[config.mk]
export PLATFORM = sky130hd
export DESIGN_NAME = tpu_avalon_ctrl
export DESIGN_NICKNAME = d
export VERILOG_FILES = /design/src/rtl/tpu_avalon_ctrl.sv
export SDC_FILE = /design/constraint.sdc
export NUM_CORES = 1
export LEC_CHECK = 0
export ABC_AREA = 0
export ABC_CLOCK_PERIOD_IN_PS = 13600
export BUFFER_PORTS_ARGS = -buffer_cell sky130_fd_sc_hd__buf_4
export CAP_MARGIN = 20
export CORE_AREA = 2 2 404 406
export DETAILED_ROUTE_END_ITERATION = 10
export DIE_AREA = 0 0 406 408
export PLACE_DENSITY = 0.3
export REMOVE_ABC_BUFFERS = 1
export SYNTH_ARGS = -nofsm -noshare
export SYNTH_HDL_FRONTEND = slang
export SYNTH_SLANG_ARGS = --single-unit
[constraint.sdc]
create_clock -name clk -period 13.6 [get_ports clk]
set_input_delay 2.72 -clock clk [delete_from_list [all_inputs] [get_ports clk]]
set_output_delay 2.72 -clock clk [all_outputs]
set_load 0.01 [all_outputs]
[src/rtl/tpu_avalon_ctrl.sv]
// Avalon-MM slave front end for the systolic-array TPU core: memory write fan-out,
// fixed-latency reads, command FSM driving the core control strobes, status/cycle/irq registers.
module tpu_avalon_ctrl #(
  parameter int unsigned DATA_WIDTH   = 64,
  parameter int unsigned WIDTH_HEIGHT = 16,
  parameter int unsigned MEM_AW       = 8,
  parameter int unsigned RST_CYCLES   = 4
) (
  input  logic                           clk,
  input  logic                           reset,
  input  logic [MEM_AW+1:0]              slave_address,
  input  logic                           slave_read,
  input  logic                           slave_write,
  input  logic [DATA_WIDTH-1:0]          slave_writedata,
  output logic [DATA_WIDTH-1:0]          slave_readdata,
  output logic                           slave_readdatavalid,
  output logic                           slave_waitrequest,
  output logic [WIDTH_HEIGHT-1:0]        in_wr_en,
  output logic [WIDTH_HEIGHT-1:0]        wt_wr_en,
  output logic [WIDTH_HEIGHT*MEM_AW-1:0] mem_wr_addr,
  output logic [WIDTH_HEIGHT*8-1:0]      mem_wr_data,
  output logic [WIDTH_HEIGHT-1:0]        out_rd_en,
  output logic [WIDTH_HEIGHT*MEM_AW-1:0] out_rd_addr,
  input  logic [DATA_WIDTH-1:0]          out_rd_data,
  output logic                           tpu_reset,
  output logic                           fill_fifo,
  output logic                           drain_fifo,
  output logic                           active,
  output logic [WIDTH_HEIGHT*MEM_AW-1:0] in_base,
  output logic [WIDTH_HEIGHT*MEM_AW-1:0] wt_base,
  output logic [WIDTH_HEIGHT*MEM_AW-1:0] out_base,
  input  logic                           mem_to_fifo_done,
  input  logic                           fifo_to_arr_done,
  input  logic                           output_done,
  output logic                           irq
);

  typedef enum logic [2:0] {
    S_IDLE  = 3'd0,
    S_RST   = 3'd1,
    S_FILL  = 3'd2,
    S_DRAIN = 3'd3,
    S_MULT  = 3'd4
  } state_e;

  localparam logic [3:0] OP_RESET = 4'hF;
  localparam logic [3:0] OP_FILL  = 4'h1;
  localparam logic [3:0] OP_DRAIN = 4'h2;
  localparam logic [3:0] OP_MULT  = 4'h3;
  localparam logic [3:0] OP_RUN   = 4'h4;

  localparam logic [MEM_AW-1:0] OFF_CMD    = MEM_AW'(0);
  localparam logic [MEM_AW-1:0] OFF_STATUS = MEM_AW'(1);
  localparam logic [MEM_AW-1:0] OFF_CYCLES = MEM_AW'(2);
  localparam logic [MEM_AW-1:0] OFF_IRQEN  = MEM_AW'(3);

  localparam int unsigned RST_CW = (RST_CYCLES > 1) ? $clog2(RST_CYCLES) : 1;

  // Reset asserts asynchronously but is released only after two clean clock edges.
  logic [1:0] rst_sync_q;
  logic       rst_n;

  always_ff @(posedge clk or negedge reset) begin
    if (!reset) rst_sync_q <= '0;
    else        rst_sync_q <= {rst_sync_q[0], 1'b1};
  end
  assign rst_n = rst_sync_q[1];

  logic [1:0]        region;
  logic [MEM_AW-1:0] offset;
  logic              cmd_wr, status_wr, irqen_wr;
  logic [3:0]        opcode;
  logic [MEM_AW-1:0] base_a, base_b;

  assign region    = slave_address[MEM_AW+1:MEM_AW];
  assign offset    = slave_address[MEM_AW-1:0];
  assign cmd_wr    = slave_write && (region == 2'b00) && (offset == OFF_CMD);
  assign status_wr = slave_write && (region == 2'b00) && (offset == OFF_STATUS);
  assign irqen_wr  = slave_write && (region == 2'b00) && (offset == OFF_IRQEN);
  assign opcode    = slave_writedata[3:0];
  assign base_a    = slave_writedata[MEM_AW+3:4];
  assign base_b    = slave_writedata[2*MEM_AW+3:MEM_AW+4];

  logic unused_wdata;
  assign unused_wdata = ^slave_writedata[DATA_WIDTH-1:2*MEM_AW+4];

  assign slave_waitrequest = 1'b0;
  assign in_wr_en    = {WIDTH_HEIGHT{slave_write && (region == 2'b01)}};
  assign wt_wr_en    = {WIDTH_HEIGHT{slave_write && (region == 2'b10)}};
  assign mem_wr_addr = {WIDTH_HEIGHT{offset}};
  assign mem_wr_data = {WIDTH_HEIGHT{slave_writedata[7:0]}};
  assign out_rd_en   = {WIDTH_HEIGHT{slave_read && (region == 2'b11)}};
  assign out_rd_addr = {WIDTH_HEIGHT{offset}};

  state_e                state_q, state_d;
  logic                  run_q, run_d;
  logic [RST_CW-1:0]     rst_cnt_q, rst_cnt_d;
  logic [MEM_AW-1:0]     in_base_q, in_base_d, wt_base_q, wt_base_d, out_base_q, out_base_d;
  logic                  done_q, done_d, err_q, err_d;
  logic                  irq_en_q, irq_en_d;
  logic [DATA_WIDTH-1:0] cycles_q, cycles_d;
  logic                  accepted;

  // Priority: STATUS-write clear < completion set < command handling (RESET overrides all).
  always_comb begin
    state_d    = state_q;
    run_d      = run_q;
    rst_cnt_d  = rst_cnt_q;
    in_base_d  = in_base_q;
    wt_base_d  = wt_base_q;
    out_base_d = out_base_q;
    done_d     = done_q;
    err_d      = err_q;
    irq_en_d   = irqen_wr ? slave_writedata[0] : irq_en_q;
    accepted   = 1'b0;

    if (status_wr) begin
      done_d = 1'b0;
      err_d  = 1'b0;
    end

    unique case (state_q)
      S_RST: begin
        if (rst_cnt_q == RST_CW'(RST_CYCLES - 1)) state_d = S_IDLE;
        else rst_cnt_d = rst_cnt_q + RST_CW'(1);
      end
      S_FILL: begin
        if (mem_to_fifo_done) begin
          if (run_q) state_d = S_DRAIN;
          else begin
            state_d = S_IDLE;
            done_d  = 1'b1;
          end
        end
      end
      S_DRAIN: begin
        if (fifo_to_arr_done) begin
          if (run_q) state_d = S_MULT;
          else begin
            state_d = S_IDLE;
            done_d  = 1'b1;
          end
        end
      end
      S_MULT: begin
        if (output_done) begin
          state_d = S_IDLE;
          done_d  = 1'b1;
          run_d   = 1'b0;
        end
      end
      default: ;
    endcase

    if (cmd_wr) begin
      if (opcode == OP_RESET) begin
        state_d    = S_RST;
        rst_cnt_d  = '0;
        in_base_d  = '0;
        wt_base_d  = '0;
        out_base_d = '0;
        run_d      = 1'b0;
        accepted   = 1'b1;
      end else if (state_q != S_IDLE) begin
        err_d = 1'b1;
      end else begin
        case (opcode)
          OP_FILL: begin
            wt_base_d = base_a;
            state_d   = S_FILL;
            accepted  = 1'b1;
          end
          OP_DRAIN: begin
            state_d  = S_DRAIN;
            accepted = 1'b1;
          end
          OP_MULT: begin
            in_base_d  = base_a;
            out_base_d = base_b;
            state_d    = S_MULT;
            accepted   = 1'b1;
          end
          OP_RUN: begin
            wt_base_d  = base_a;
            in_base_d  = base_a;
            out_base_d = base_b;
            run_d      = 1'b1;
            state_d    = S_FILL;
            accepted   = 1'b1;
          end
          default: err_d = 1'b1;
        endcase
      end
    end

    if (accepted) begin
      done_d = 1'b0;
      err_d  = 1'b0;
    end

    if (accepted)                                   cycles_d = '0;
    else if ((state_q != S_IDLE) && (cycles_q != '1)) cycles_d = cycles_q + DATA_WIDTH'(1);
    else                                            cycles_d = cycles_q;
  end

  logic [7:0]            status_w;
  logic [DATA_WIDTH-1:0] ctrl_rdata;

  assign status_w = {1'b0, state_q, 1'b0, err_q, done_q, (state_q != S_IDLE)};

  always_comb begin
    ctrl_rdata = '0;
    case (offset)
      OFF_STATUS: ctrl_rdata = DATA_WIDTH'(status_w);
      OFF_CYCLES: ctrl_rdata = cycles_q;
      OFF_IRQEN:  ctrl_rdata = DATA_WIDTH'(irq_en_q);
      default:    ctrl_rdata = '0;
    endcase
  end

  logic                  rd_v1_q, rd_core1_q, rdv_q;
  logic [DATA_WIDTH-1:0] rd_data1_q, rdata_q;
  logic                  tpu_reset_q, fill_q, drain_q, active_q;

  always_ff @(posedge clk or negedge rst_n) begin
    if (!rst_n) begin
      state_q     <= S_IDLE;
      run_q       <= 1'b0;
      rst_cnt_q   <= '0;
      in_base_q   <= '0;
      wt_base_q   <= '0;
      out_base_q  <= '0;
      done_q      <= 1'b0;
      err_q       <= 1'b0;
      irq_en_q    <= 1'b0;
      cycles_q    <= '0;
      rd_v1_q     <= 1'b0;
      rd_core1_q  <= 1'b0;
      rd_data1_q  <= '0;
      rdv_q       <= 1'b0;
      rdata_q     <= '0;
      tpu_reset_q <= 1'b0;
      fill_q      <= 1'b0;
      drain_q     <= 1'b0;
      active_q    <= 1'b0;
    end else begin
      state_q     <= state_d;
      run_q       <= run_d;
      rst_cnt_q   <= rst_cnt_d;
      in_base_q   <= in_base_d;
      wt_base_q   <= wt_base_d;
      out_base_q  <= out_base_d;
      done_q      <= done_d;
      err_q       <= err_d;
      irq_en_q    <= irq_en_d;
      cycles_q    <= cycles_d;
      // Control registers are snapshotted at request time; core data one cycle later.
      rd_v1_q     <= slave_read;
      rd_core1_q  <= slave_read && (region == 2'b11);
      rd_data1_q  <= (slave_read && (region == 2'b00)) ? ctrl_rdata : '0;
      rdv_q       <= rd_v1_q;
      rdata_q     <= !rd_v1_q ? '0 : (rd_core1_q ? out_rd_data : rd_data1_q);
      tpu_reset_q <= (state_d == S_RST);
      fill_q      <= (state_d == S_FILL);
      drain_q     <= (state_d == S_DRAIN);
      active_q    <= (state_d == S_MULT);
    end
  end

  assign slave_readdata      = rdata_q;
  assign slave_readdatavalid = rdv_q;
  assign tpu_reset           = tpu_reset_q;
  assign fill_fifo           = fill_q;
  assign drain_fifo          = drain_q;
  assign active              = active_q;
  assign in_base             = {WIDTH_HEIGHT{in_base_q}};
  assign wt_base             = {WIDTH_HEIGHT{wt_base_q}};
  assign out_base            = {WIDTH_HEIGHT{out_base_q}};
  assign irq                 = done_q & irq_en_q;

endmodule

=== Word-level counts from Yosys, hierarchy flattened ===
Cells that the tools add are included.

* Register bits after elaboration: 234
* Input bits: 145

* Reductions and logical operators: 20
* Equal/unequal tests: 22
* Add/sub/neg operators: 2
* Mux-type cells: 53
* Bitwise operators: 1

{| class="wikitable"
|+ Operator list
! cell !! number
|-
| $mux W64 || 5
|-
| $pmux W64 S3 || 1
|-
| $mux W8 || 9
|-
| $add A64 B1 Y64 const B || 1
|-
| $ne A64 B64 Y1 const B || 1
|-
| $mux W3 || 8
|-
| $mux W1 || 22
|-
| $eq A8 B2 Y1 const B || 2
|-
| $eq A3 B2 Y1 const B || 4
|-
| $pmux W3 S4 || 1
|-
| $mux W2 || 5
|-
| $logic_and A1 B1 Y1 || 9
|-
| $pmux W3 S3 || 1
|-
| $eq A4 B2 Y1 const B || 2
|-
| $eq A8 B1 Y1 const B || 1
|-
| $logic_not A8 Y1 || 1
|-
| $eq A2 B2 Y1 const B || 3
|-
| $eq A3 B1 Y1 const B || 2
|-
| $eq A3 B3 Y1 const B || 2
|-
| $reduce_and A3 Y1 || 2
|-
| $reduce_bool A2 Y1 || 3
|-
| $eq A4 B1 Y1 const B || 1
|-
| $eq A4 B3 Y1 const B || 1
|-
| $eq A4 B4 Y1 const B || 1
|-
| other kinds (9) || 10
|}

=== Depth between registers and ports, before layout ===
Gate-level depths: netlist of run 1.

* Word-level depth: 9
* Mapped depth: 10
* Gate-level depth less buffers: 7

=== Least setup slack after synthesis of run 1 ===
No wires, ideal clock.

* Path kind: input port to output port
* Start: input slave_address[9]
* End: output in_wr_en[10]
* Arrival time: 3,413 ps
* Path slack: 7,467 ps
* Buffers on the path: 1
* Stages: 2
* Cells stage by stage: and3b_1 > buf_4

* Longest elaborated chain between the ends: 2

{| class="wikitable"
|+ RTL lines
! what !! RTL line !! text
|-
| start, declared || 11 || <nowiki>input logic [MEM_AW+1:0] slave_address,</nowiki>
|-
| $eq A2 B1 Y1 || 88 || <nowiki>assign in_wr_en = {WIDTH_HEIGHT{slave_write && (region == 2'b01)}};</nowiki>
|-
| $logic_and A1 B1 Y1 || 88 ||
|-
| end, declared || 18 || <nowiki>output logic [WIDTH_HEIGHT-1:0] in_wr_en,</nowiki>
|}

Every way passes these cells.

=== Final worst setup path of run 1 ===
* Start: input slave_address[9]
* End: output in_wr_en[4]

Same word-level chain as after synthesis.

==> summary.txt, run 1 <==
Actual transition at the worst max-transition pin: 1000 ps
Clock transition at path regs: 60 ps
Crit path setup slack, layout: 7040 ps
Distinct cell type count after synthesis: 59
Setup tns final: 0 ps
Buffers from clock root to sink, at most: 3
Post-CTS setup-driven buffer insertion count: 0
Share of the synthesized netlist area taken by xor and xnor gates: 0.0135
Root buffer cell: sky130_fd_sc_hd__clkbuf_16
Flop-to-flop setup slack: 10470 ps
Residual overflow from global routing: 0
Total of max-cap violations: 0
Post-synthesis share of cell area spent on full adders, half adders and majority gates: 0.000770
DP HPWL: 60500 um
WP data arrival: 3840 ps
Starting density of the core: 0.101
Reg area: 0.00586 mm^2
Shortest clock period the worst path allows after layout: 6560 ps
Vias in the first global route: 11100
Overall routed net length: 76800 um
Hold crit path type: reg -> async
Placeable Area: 0.162 mm^2
Total Die Area: 0.166 mm^2
DRT antenna net count: 0
Die Ht: 408 um
Crit path cell chain: buf_4 > and3b_1 > buf_4
Count of hold-fix buffers inserted at cts: 0
Fmax: 152 MHz
Largest fanout on the critical path: 16
Worst Setup Start Kind: primary input
Multi-input combinational cell area: 0.00420 mm^2
Via-to-Cell Ratio: 2.77
Number of max-slew violations in the final report: 0
Setup repair after global routing missed its margin: no
CTS sink count: 234
Critical setup path kind: in -> out
Fraction of layout cells with a size suffix above 1: 0.554
Number of instances in the synthesized netlist: 1751
Avg WL per Cell: 18.4 um
Largest family of logic cells by synthesized area: buffers and inverters
Synth area leaders: sky130_fd_sc_hd__buf_4, sky130_fd_sc_hd__dfrtp_1, sky130_fd_sc_hd__mux2i_1, sky130_fd_sc_hd__nor2b_1, sky130_fd_sc_hd__and2_1
CTS tree: yes
Clock skew after layout: 13.1 ps
Synth Area per Inst: 9.28 um^2
Worst ir drop on vdd: 0.0638 mV
Number of antenna violations at the first check in global routing: 13
Synth cell count leaders: sky130_fd_sc_hd__buf_4, sky130_fd_sc_hd__dfrtp_1, sky130_fd_sc_hd__nand2_1
Clk Latency, worst-skew pair: 580 ps
Crit path max-delay family: simple AND/OR/NAND/NOR gates
I/O Pins: 1032
Total CTS buffers: 38
Most numerous cell on the critical path: sky130_fd_sc_hd__buf_4
Global-route wire length before repair: 100000 um
Number of gates given a new drive strength after cts: 0
Buffers plus inverters on the worst setup path: 2
Final design area excluding fillers: 0.0217 mm^2
Placement Setup Slack: 7040 ps
Result of the run: completed
Power density over cell area: 90.2 mW/mm^2
Total routing usage reported by global routing: 0.0877
Number of nets in the layout: 2104
Via Count: 11500
Synthesized-area fraction occupied by ao, oa, aoi and oai cells: 0.0544
Synth Cell Area: 0.0162 mm^2
Crit path max-delay cell type: sky130_fd_sc_hd__and3b_1
Most frequently used flop master after synthesis: sky130_fd_sc_hd__dfrtp_1
Number of warning messages in the yosys log: 0
Length of the first detailed-routing pass in iterations: 4
Post-synth top area share: 0.365
Iteration-0 DRC count of the detailed router: 562
Sequential share of the synthesized area: 0.360
Final critical-path share of the clock period: 0.482
Synthesized flop and latch total: 234
Instance area after placement: 0.0204 mm^2
Post-synthesis simple-gate area fraction: 0.146
Routability-driven placement congestion ratio: 0.693
Util after Layout: 0.134
Critical path required time: 10880 ps
Multiplexer share of the synthesized area: 0.0413
Maximum level of the CTS H-tree: 2
Headroom to the max-slew limit: 0.326
Top cell type by total area after synthesis: sky130_fd_sc_hd__buf_4
Most instantiated library cell after synthesis: sky130_fd_sc_hd__buf_4
Pleak: 10.0 nW
Minimum hold slack: 265 ps
Total setup violations reported at the end of the flow: 0
Endpoint type of the worst setup path: output port
Pin count of the biggest net entering global routing: 64
Layout area overhead: 33.4%
Number of flops mapped to enable cells by yosys: 0
Number of design rule violations left after detail routing: 0
Proportion of synthesized flip-flops having asynchronous set or reset: 1.00
Maximum cell stage delay along the critical path: 710 ps
Port bufs: 986
Number of core rows: 148
Fill count: 18300
Die span in x: 406 um
Number of failing hold endpoints at the final stage: 0
-- power by group --
part           switching, mW  internal (mW)  total (mW)
Clock                  0.405          0.586       0.991
Sequential           0.00978          0.703       0.713
Combinational          0.135          0.116       0.251
Total                  0.550           1.40        1.95
-- cells in the final DEF, fill, tap and decap left out, drive strengths merged, types with 11 or more instances in the layout --
cell type / netlist / final
nand3: 22 / 22
a21oi: 34 / 34
and3: 13 / 13
dfrtp: 234 / 234
o31ai: 11 / 11
nor2: 51 / 51
o21ai: 53 / 53
mux2i: 66 / 66
or4: 15 / 15
or3: 21 / 21
nand4: 29 / 29
clkbuf: 37 / 53
xor2: 24 / 24
nand2: 91 / 91
inv: 9 / 12
and2: 64 / 64
buf: 810 / 1014
nor4: 11 / 11
nor3: 14 / 14
nor2b: 67 / 67
-- metrics by stage --
stage / power [mW] / instances
floorplan: 0.762 / 904
global placement: 0.987 / 4093
detailed placement: 0.985 / 4093
CTS: 2.02 / 4162
global route: 2.06 / 4163
finish: 1.95 / 4167
-- cell families after synthesis --
kind of cell             after synthesis
AO/OA/AOI/OAI                        140
buffers and inverters                856
AND/OR/NAND/NOR                      426
adder cells (fa/ha/maj)                1
multiplexers                          67
other                                  2
XOR/XNOR                              25
flip-flops                           234
-- cell type report --
| class | count | share of cell area |
|---|---|---|
| Inverter | 9 | 0.00156 |
| Timing Repair Buffer | 1014 | 0.351 |
| Multi-Input combinational cell | 661 | 0.193 |
| Tap cell | 2175 | 0.126 |
| Clock buffer | 53 | 0.0506 |
| Clock inverter | 16 | 0.00669 |
| Sequential cell | 234 | 0.270 |
| Antenna cell | 5 | 0.000577 |
-- registers in the layout (all words and copies together), names as in the netlist, 2 cells and up --
name,flops
cycles_q,64
in_base_q,8
out_base_q,8
rd_data1_q,64
rst_cnt_q,2
rst_sync_q,2
slave_readdata,64
state_q,3
wt_base_q,8
-- per-layer routing --
metal | up-vias | global-route usage | routed length, um
li1 | 5394 | - | -
met1 | 5616 | 0.0993 | 29500
met2 | 467 | 0.163 | 40900
met3 | 63 | 0.0210 | 4500
met4 | 4 | 0.0208 | 1850
met5 | - | 0 | 21
-- path summary, 6_finish.rpt --
| check | cells after the start | end | start |
|---|---|---|---|
| worst max-delay path | 3 | in_wr_en[4] | slave_address[9] |
| worst min-delay path | 0 | slave_readdata[29] | rst_sync_q[1] |
| worst max register to register | 7 | cycles_q[27] | state_q[2] |
| worst min register to register | 0 | slave_readdata[29] | rst_sync_q[1] |
| max in group asynchronous | 3 | rd_core1_q | rst_sync_q[1] |
| min in group clk | 0 | rst_sync_q[1] | rst_sync_q[0] |
Note: power is estimated with default switching activity, not from simulation.
==> run 2: changes to the inputs <==
--- a/config.mk
+++ b/config.mk
@@ -6,12 +6,12 @@
 export NUM_CORES = 1
 export LEC_CHECK = 0
 export ABC_AREA = 0
-export ABC_CLOCK_PERIOD_IN_PS = 13600
+export ABC_CLOCK_PERIOD_IN_PS = 6750
 export BUFFER_PORTS_ARGS = -buffer_cell sky130_fd_sc_hd__buf_4
 export CAP_MARGIN = 20
-export CORE_AREA = 2 2 404 406
+export CORE_AREA = 2 2 406 408
 export DETAILED_ROUTE_END_ITERATION = 10
-export DIE_AREA = 0 0 406 408
+export DIE_AREA = 0 0 408 410
 export PLACE_DENSITY = 0.3
 export REMOVE_ABC_BUFFERS = 1
 export SYNTH_ARGS = -nofsm -noshare
==> constraint.sdc (replaced) <==
create_clock -name clk -period 6.75 [get_ports clk]
set_input_delay 1.35 -clock clk [delete_from_list [all_inputs] [get_ports clk]]
set_output_delay 1.35 -clock clk [all_outputs]
set_load 0.01 [all_outputs]
==> run 2 against run 1 <==
Clock power up 110%. Hold slack better by 57 ps. Final cell count up 0.24%. Total power up 110%. Critical path type is now in -> reg. Cell area up 0.25%. Combinational power up 100%.
==> summary.txt, run 2 (same netlist as run 1, synthesis figures left out) <==
Placeable Area: 0.163 mm^2 (was 0.162 mm^2)
Vias in the first global route: 11100 (about the same)
Crit path max-delay family: simple AND/OR/NAND/NOR gates (unchanged)
CTS sink count: 234 (unchanged)
Clock transition at path regs: 60 ps (about the same)
Critical setup path kind: in -> reg (was in -> out)
Maximum cell stage delay along the critical path: 640 ps (was 710 ps)
Commonest non-fill, non-tap cell in the layout: sky130_fd_sc_hd__buf_4 (unchanged)
Die span in x: 408 um (was 406 um)
Iteration-0 DRC count of the detailed router: 449 (was 562)
Overall routed net length: 77200 um (was 76800 um)
Number of nets in the layout: 2106 (was 2104)
Fraction of power consumed by combinational cells: 0.126 (was 0.128)
WP data arrival: 4500 ps (was 3840 ps)
Critical path required time: 7210 ps (was 10880 ps)
Number of antenna repair diodes: 0 (was 5)
Via Count: 11500 (about the same)
Root buffer cell: sky130_fd_sc_hd__clkbuf_16 (unchanged)
DP HPWL: 61000 um (was 60500 um)
Total Die Area: 0.167 mm^2 (was 0.166 mm^2)
Worst Setup Start Kind: primary input (unchanged)
DRT antenna net count: 0 (unchanged)
Length of the first detailed-routing pass in iterations: 5 (was 4)
Worst ir drop on vdd: 0.144 mV (was 0.0638 mV)
Power density over cell area: 186 mW/mm^2 (was 90.2 mW/mm^2)
Pleak: 10.1 nW (was 10.0 nW)
Fraction of power spent switching nets: 0.276 (was 0.281)
Internal: 2.92 mW (was 1.40 mW)
Actual transition at the worst max-transition pin: 984 ps (was 1000 ps)
Fraction of layout cells with a size suffix above 1: 0.551 (was 0.554)
Part of the power in registers: 0.356 (was 0.365)
Net switching component of the power: 1.12 mW (was 0.550 mW)
Fraction of power consumed by the clock network: 0.519 (was 0.507)
Most numerous cell on the critical path: sky130_fd_sc_hd__buf_4 (unchanged)
Global-route wire length before repair: 100000 um (about the same)
Post-CTS setup-driven buffer insertion count: 0 (unchanged)
Number of gates given a new drive strength after cts: 0 (unchanged)
Final critical-path share of the clock period: 0.598
Number of core rows: 149 (was 148)
Port bufs: 986 (unchanged)
Number of design rule violations left after detail routing: 0 (unchanged)
Via-to-Cell Ratio: 2.75 (was 2.77)
Count of hold-fix buffers inserted at cts: 0 (unchanged)
Total of max-cap violations: 0 (unchanged)
I/O Pins: 1032 (unchanged)
Hold crit path type: reg -> async (unchanged)
Final design area excluding fillers: 0.0217 mm^2 (about the same)
Starting density of the core: 0.0994 (was 0.101)
Clock skew after layout: 19.3 ps (was 13.1 ps)
Final Total Pwr: 4.04 mW (was 1.95 mW)
Endpoint type of the worst setup path: register (was output port)
Largest fanout on the critical path: 37 (was 16)
Crit path max-delay cell type: sky130_fd_sc_hd__nor4b_1 (was sky130_fd_sc_hd__and3b_1)
Shortest clock period the worst path allows after layout: 4030 ps
Layout area overhead: 33.8% (was 33.4%)
Setup repair after global routing missed its margin: no (unchanged)
Fmax: 248 MHz
Total CTS buffers: 37 (was 38)
Avg WL per Cell: 18.5 um (was 18.4 um)
Worst path depth: 8 (was 3)
CTS tree: yes (unchanged)
Minimum hold slack: 322 ps (was 265 ps)
Result of the run: completed (unchanged)
Routability-driven placement congestion ratio: 0.688 (was 0.693)
Number of antenna violations at the first check in global routing: 12 (was 13)
Commonest non-fill, non-tap cells in the layout: sky130_fd_sc_hd__buf_4, sky130_fd_sc_hd__dfrtp_1, sky130_fd_sc_hd__nand2_1 (unchanged)
Buffers plus inverters on the worst setup path: 2 (unchanged)
Instance area after placement: 0.0205 mm^2 (was 0.0204 mm^2)
Logic depth of the worst register-to-register path: 7 (unchanged)
Total routing usage reported by global routing: 0.0864 (was 0.0877)
Residual overflow from global routing: 0 (unchanged)
Die Ht: 410 um (was 408 um)
Headroom to the max-slew limit: 0.344 (was 0.326)
Total setup violations reported at the end of the flow: 0 (unchanged)
Number of max-slew violations in the final report: 0 (unchanged)
Buffers from clock root to sink, at most: 3 (unchanged)
Pin count of the biggest net entering global routing: 66 (was 64)
Crit path cell chain: buf_4 > nor4b_1 > nand4_1 > or2_2 > nand2_2 > buf_4 > nor2_1 > a31o_2 (was buf_4 > and3b_1 > buf_4)
Maximum level of the CTS H-tree: 2 (unchanged)
Number of failing hold endpoints at the final stage: 0 (unchanged)
Clk Latency, worst-skew pair: 590 ps (was 580 ps)
==> run 2: worst paths after layout <==
kind	start	endpoint	slack (ps)
worst max-delay path	slave_address[0]	cycles_q[29]	2720
min in group clk	rst_sync_q[0]	rst_sync_q[1]	350
max in group asynchronous	rst_sync_q[1]	slave_readdata[61]	4800
worst min-delay path	rst_sync_q[1]	slave_readdata[45]	320
worst min register to register	rst_sync_q[1]	slave_readdata[45]	320
worst max register to register	state_q[0]	cycles_q[29]	3390
==> run 2: layout make-up <==
| cell class | count | area (um^2) |
|---|---|---|
| well taps | 2189 | 2740 |
| inverters | 9 | 33.8 |
| repair buffers | 1017 | 7630 |
| clock buffers | 52 | 1030 |
| multi-input cells | 661 | 4190 |
| fillers | 18700 | 142000 |
| flip-flops and latches | 234 | 5860 |
| clock inverters | 15 | 243 |
==> run 2: layer usage <==
layer,wire length [um],share of wire,up-vias,GRT usage
li1,-,-,5380,-
met1,29500,0.38,5589,0.0965
met2,41000,0.53,455,0.160
met3,4460,0.058,68,0.0220
met4,2260,0.029,2,0.0255
met5,13,0.00017,-,0
==> run 2: stage by stage <==
step | std cells | setup slack, ps | TNS (ps) | utilization
6_report | 4177 | 2720 | 0 | 0.133
5_1_grt | 4177 | 2540 | 0 | 0.133
4_1_cts | 4176 | 2770 | 0 | 0.133
3_5_place_dp | 4109 | 2120 | 0 | 0.125
3_3_place_gp | 4109 | 2170 | 0 | 0.125
2_1_floorplan | 904 | -254 | -58900 | -
==> run 2: power groups by stage <==
stage | Combinational, mW | Sequential (mW) | Clock (mW)
2_1_floorplan | 0.0515 | 1.48 | 0
3_3_place_gp | 0.532 | 1.46 | 0
3_5_place_dp | 0.527 | 1.46 | 0
4_1_cts | 0.527 | 1.44 | 2.22
5_1_grt | 0.547 | 1.44 | 2.27
6_report | 0.508 | 1.44 | 2.09
==> run 3: changes to the inputs <==
--- a/config.mk
+++ b/config.mk
@@ -5,13 +5,13 @@
 export SDC_FILE = /design/constraint.sdc
 export NUM_CORES = 1
 export LEC_CHECK = 0
-export ABC_AREA = 0
-export ABC_CLOCK_PERIOD_IN_PS = 6750
+export ABC_AREA = 1
+export ABC_CLOCK_PERIOD_IN_PS = 3500
 export BUFFER_PORTS_ARGS = -buffer_cell sky130_fd_sc_hd__buf_4
 export CAP_MARGIN = 20
-export CORE_AREA = 2 2 406 408
+export CORE_AREA = 2 2 400 402
 export DETAILED_ROUTE_END_ITERATION = 10
-export DIE_AREA = 0 0 408 410
+export DIE_AREA = 0 0 402 404
 export PLACE_DENSITY = 0.3
 export REMOVE_ABC_BUFFERS = 1
 export SYNTH_ARGS = -nofsm -noshare
==> constraint.sdc (replaced) <==
create_clock -name clk -period 3.5 [get_ports clk]
set_input_delay 0.7 -clock clk [delete_from_list [all_inputs] [get_ports clk]]
set_output_delay 0.7 -clock clk [all_outputs]
set_load 0.01 [all_outputs]
==> run 3 against run 2 <==
Hold slack got worse by 92 ps. Register-to-register slack got worse by 2500 ps. Flip-flop and latch count unchanged. Critical endpoint is now wt_base[27].
==> summary.txt, run 3 <==
Length of the first detailed-routing pass in iterations: 5 (unchanged)
Placeable Area: 0.158 mm^2 (was 0.163 mm^2)
Final Total Pwr: 8.14 mW (was 4.04 mW)
Die span in x: 402 um (was 408 um)
Post-synthesis share of cell area spent on full adders, half adders and majority gates: 0.000731 (was 0.000770)
WP data arrival: 1960 ps (was 4500 ps)
Minimum hold slack: 230 ps (was 322 ps)
Startpoint of the most critical setup path: wt_base_q[3] (was slave_address[0])
Global-route wire length before repair: 108000 um (was 100000 um)
Maximum level of the CTS H-tree: 2 (unchanged)
Fraction of layout cells with a size suffix above 1: 0.450 (was 0.551)
Layout area overhead: 31.6% (was 33.8%)
Starting density of the core: 0.108 (was 0.0994)
Root buffer cell: sky130_fd_sc_hd__clkbuf_16 (unchanged)
Residual overflow from global routing: 0 (unchanged)
Actual transition at the worst max-transition pin: 906 ps (was 984 ps)
Number of warning messages in the yosys log: 0 (unchanged)
Final critical-path share of the clock period: 0.759
Total routing usage reported by global routing: 0.0940 (was 0.0864)
Number of nets in the layout: 2617 (was 2106)
Synthesized flop and latch total: 234 (unchanged)
Number of failing hold endpoints at the final stage: 0 (unchanged)
Synth cell count leaders: sky130_fd_sc_hd__buf_4, sky130_fd_sc_hd__nand2_1, sky130_fd_sc_hd__nor2_1 (was sky130_fd_sc_hd__buf_4, sky130_fd_sc_hd__dfrtp_1, sky130_fd_sc_hd__nand2_1)
Synthesized-area fraction occupied by ao, oa, aoi and oai cells: 0.0397 (was 0.0544)
DRT antenna net count: 0 (unchanged)
Total setup violations reported at the end of the flow: 0 (unchanged)
Placement Setup Slack: 628 ps (was 2120 ps)
Synth Area per Inst: 7.63 um^2 (was 9.28 um^2)
Via Count: 14000 (was 11500)
Critical setup path kind: reg -> out (was in -> reg)
Clk Latency, worst-skew pair: 610 ps (was 590 ps)
Vias in the first global route: 13700 (was 11100)
Power density over cell area: 362 mW/mm^2 (was 186 mW/mm^2)
Sequential share of the synthesized area: 0.342 (was 0.360)
Pin count of the biggest net entering global routing: 65 (was 66)
Proportion of synthesized flip-flops having asynchronous set or reset: 1.00 (unchanged)
Via-to-Cell Ratio: 3.06 (was 2.75)
Multiplexer share of the synthesized area: 0 (was 0.0413)
Number of core rows: 146 (was 149)
Instance area after placement: 0.0213 mm^2 (was 0.0205 mm^2)
Fmax: 377 MHz
Worst R2R Start: cycles_q[0] (was state_q[0])
Number of gates given a new drive strength after cts: 0 (unchanged)
Number of max-slew violations in the final report: 0 (unchanged)
Iteration-0 DRC count of the detailed router: 625 (was 449)
Largest family of logic cells by synthesized area: buffers and inverters (unchanged)
Pleak: 11.2 nW (was 10.1 nW)
Die Ht: 404 um (was 410 um)
Number of design rule violations left after detail routing: 0 (unchanged)
Shortest clock period the worst path allows after layout: 2660 ps
Commonest non-fill, non-tap cells in the layout: sky130_fd_sc_hd__buf_4, sky130_fd_sc_hd__nand2_1, sky130_fd_sc_hd__nor2_1 (was sky130_fd_sc_hd__buf_4, sky130_fd_sc_hd__dfrtp_1, sky130_fd_sc_hd__nand2_1)
Total Die Area: 0.162 mm^2 (was 0.167 mm^2)
Hold crit path type: in -> reg (was reg -> async)
Post-CTS setup-driven buffer insertion count: 0 (unchanged)
Total CTS buffers: 36 (was 37)
Worst Setup Start Kind: register (was primary input)
Total of max-cap violations: 0 (unchanged)
Most frequently used flop master after synthesis: sky130_fd_sc_hd__dfrtp_1 (unchanged)
Most instantiated library cell after synthesis: sky130_fd_sc_hd__buf_4 (unchanged)
Distinct cell type count after synthesis: 35 (was 59)
Overall routed net length: 81400 um (was 77200 um)
Post-synthesis simple-gate area fraction: 0.226 (was 0.146)
Hold wc startpoint: slave_read
Critical path required time: 2800 ps (was 7210 ps)
Worst ir drop on vdd: 0.290 mV (was 0.144 mV)
Port bufs: 986 (unchanged)
Setup repair after global routing missed its margin: no (unchanged)
Clock skew after layout: 47.9 ps (was 19.3 ps)
CTS tree: yes (unchanged)
Endpoint type of the worst setup path: output port (was register)
CTS sink count: 234 (unchanged)
DP HPWL: 66200 um (was 61000 um)
I/O Pins: 1032 (unchanged)
Synth Cell Area: 0.0171 mm^2 (was 0.0162 mm^2)
Crit path setup slack, layout: 844 ps (was 2720 ps)
Synth area leaders: sky130_fd_sc_hd__buf_4, sky130_fd_sc_hd__dfrtp_1, sky130_fd_sc_hd__nand2_1, sky130_fd_sc_hd__nor2_1, sky130_fd_sc_hd__o21ai_0 (was sky130_fd_sc_hd__buf_4, sky130_fd_sc_hd__dfrtp_1, sky130_fd_sc_hd__mux2i_1, sky130_fd_sc_hd__nor2b_1, sky130_fd_sc_hd__and2_1)
Final design area excluding fillers: 0.0225 mm^2 (was 0.0217 mm^2)
Number of flops mapped to enable cells by yosys: 0 (unchanged)
Commonest non-fill, non-tap cell in the layout: sky130_fd_sc_hd__buf_4 (unchanged)
Headroom to the max-slew limit: 0.396 (was 0.344)
Util after Layout: 0.143 (was 0.133)
Post-synth top area share: 0.347 (was 0.365)
Share of the synthesized netlist area taken by xor and xnor gates: 0.00256 (was 0.0135)
Number of antenna violations at the first check in global routing: 8 (was 12)
Avg WL per Cell: 17.8 um (was 18.5 um)
Result of the run: completed (unchanged)
Buffers from clock root to sink, at most: 3 (unchanged)
Largest fanout on the critical path: 11 (was 37)
Routability-driven placement congestion ratio: 0.800 (was 0.688)
Number of instances in the synthesized netlist: 2242 (was 1751)
Clock transition at path regs: 60 ps (about the same)
Top cell type by total area after synthesis: sky130_fd_sc_hd__buf_4 (unchanged)
run 3: changes by cell type in the layout (fill, tap and decap cells not counted), sizes merged, moves of 48 or more:
cell,change
and2,-64
o21ai,+64
inv,+94
nor2b,-67
mux2i,-66
nor2,+295
nand2,+321
nand3,+48
run 3: worst max-delay path: stages, from the launching register on:
cell,delay (ps)
sky130_fd_sc_hd__dfrtp_1,890
sky130_fd_sc_hd__buf_4,310
sky130_fd_sc_hd__buf_4,150
run 3: cells by family (layout without fill, tap and decap cells):
group                      count (synthesis)  count (layout)
adders and majority gates                  1               1
DFF                                      234             234
xor gates and xnor gates                   5               5
and+or+nand+nor                          914             914
AOI/OAI and AO/OA                        133             133
other                                      2               5
buffers and inverters                    953            1207
run 3: metal layers:
metal	vias up	global-route usage	share of wire
met2	499	0.183	0.55
met4	2	0.0187	0.015
li1	6690	-	-
met5	-	0	0.00016
met1	6745	0.106	0.38
met3	63	0.0172	0.050
run 3: where the power goes:
part / switching, mW / leakage [nW] / internal (mW)
registers: 0.108 / 3.22 / 2.78
logic: 0.971 / 7.41 / 0.600
clock network: 1.56 / 0.565 / 2.13
total: 2.64 / 11.2 / 5.51
run 3: cell type report:
| cell class | count | area, um^2 |
|---|---|---|
| antenna | 3 | 7.51 |
| fill | 18100 | 135000 |
| clock inverter | 11 | 141 |
| clock buffer | 52 | 1020 |
| sequential | 234 | 5860 |
| timing repair buffer | 1036 | 7860 |
| tap | 2072 | 2590 |
| multi-input combinational | 1055 | 4630 |
| inverter | 108 | 409 |
run 3: through the flow:
stage | TNS [ps] | instances
3_5_place_dp | 0 | 4504
4_1_cts | 0 | 4568
3_3_place_gp | 0 | 4503
2_1_floorplan | -871860 | 1397
5_1_grt | 0 | 4568
6_report | 0 | 4571
run 3: what timing repair did:
action / 4_1_cts / 5_1_grt
endpoints found under the hold margin: 2 / 0
endpoints found under the setup margin: 0 / 0
hold buffers: 1 / 0
run 3: worst paths after layout:
kind                                 endpoint  slack, ps  depth (start not counted)
max                               wt_base[27]        840                          2
min                                   rd_v1_q        230                          1
max reg2reg                      cycles_q[41]        880                         12
min reg2reg                     rst_sync_q[1]        350                          0
max in group asynchronous  slave_readdata[60]       2290                          1
min in group asynchronous       out_base_q[4]        360                          0
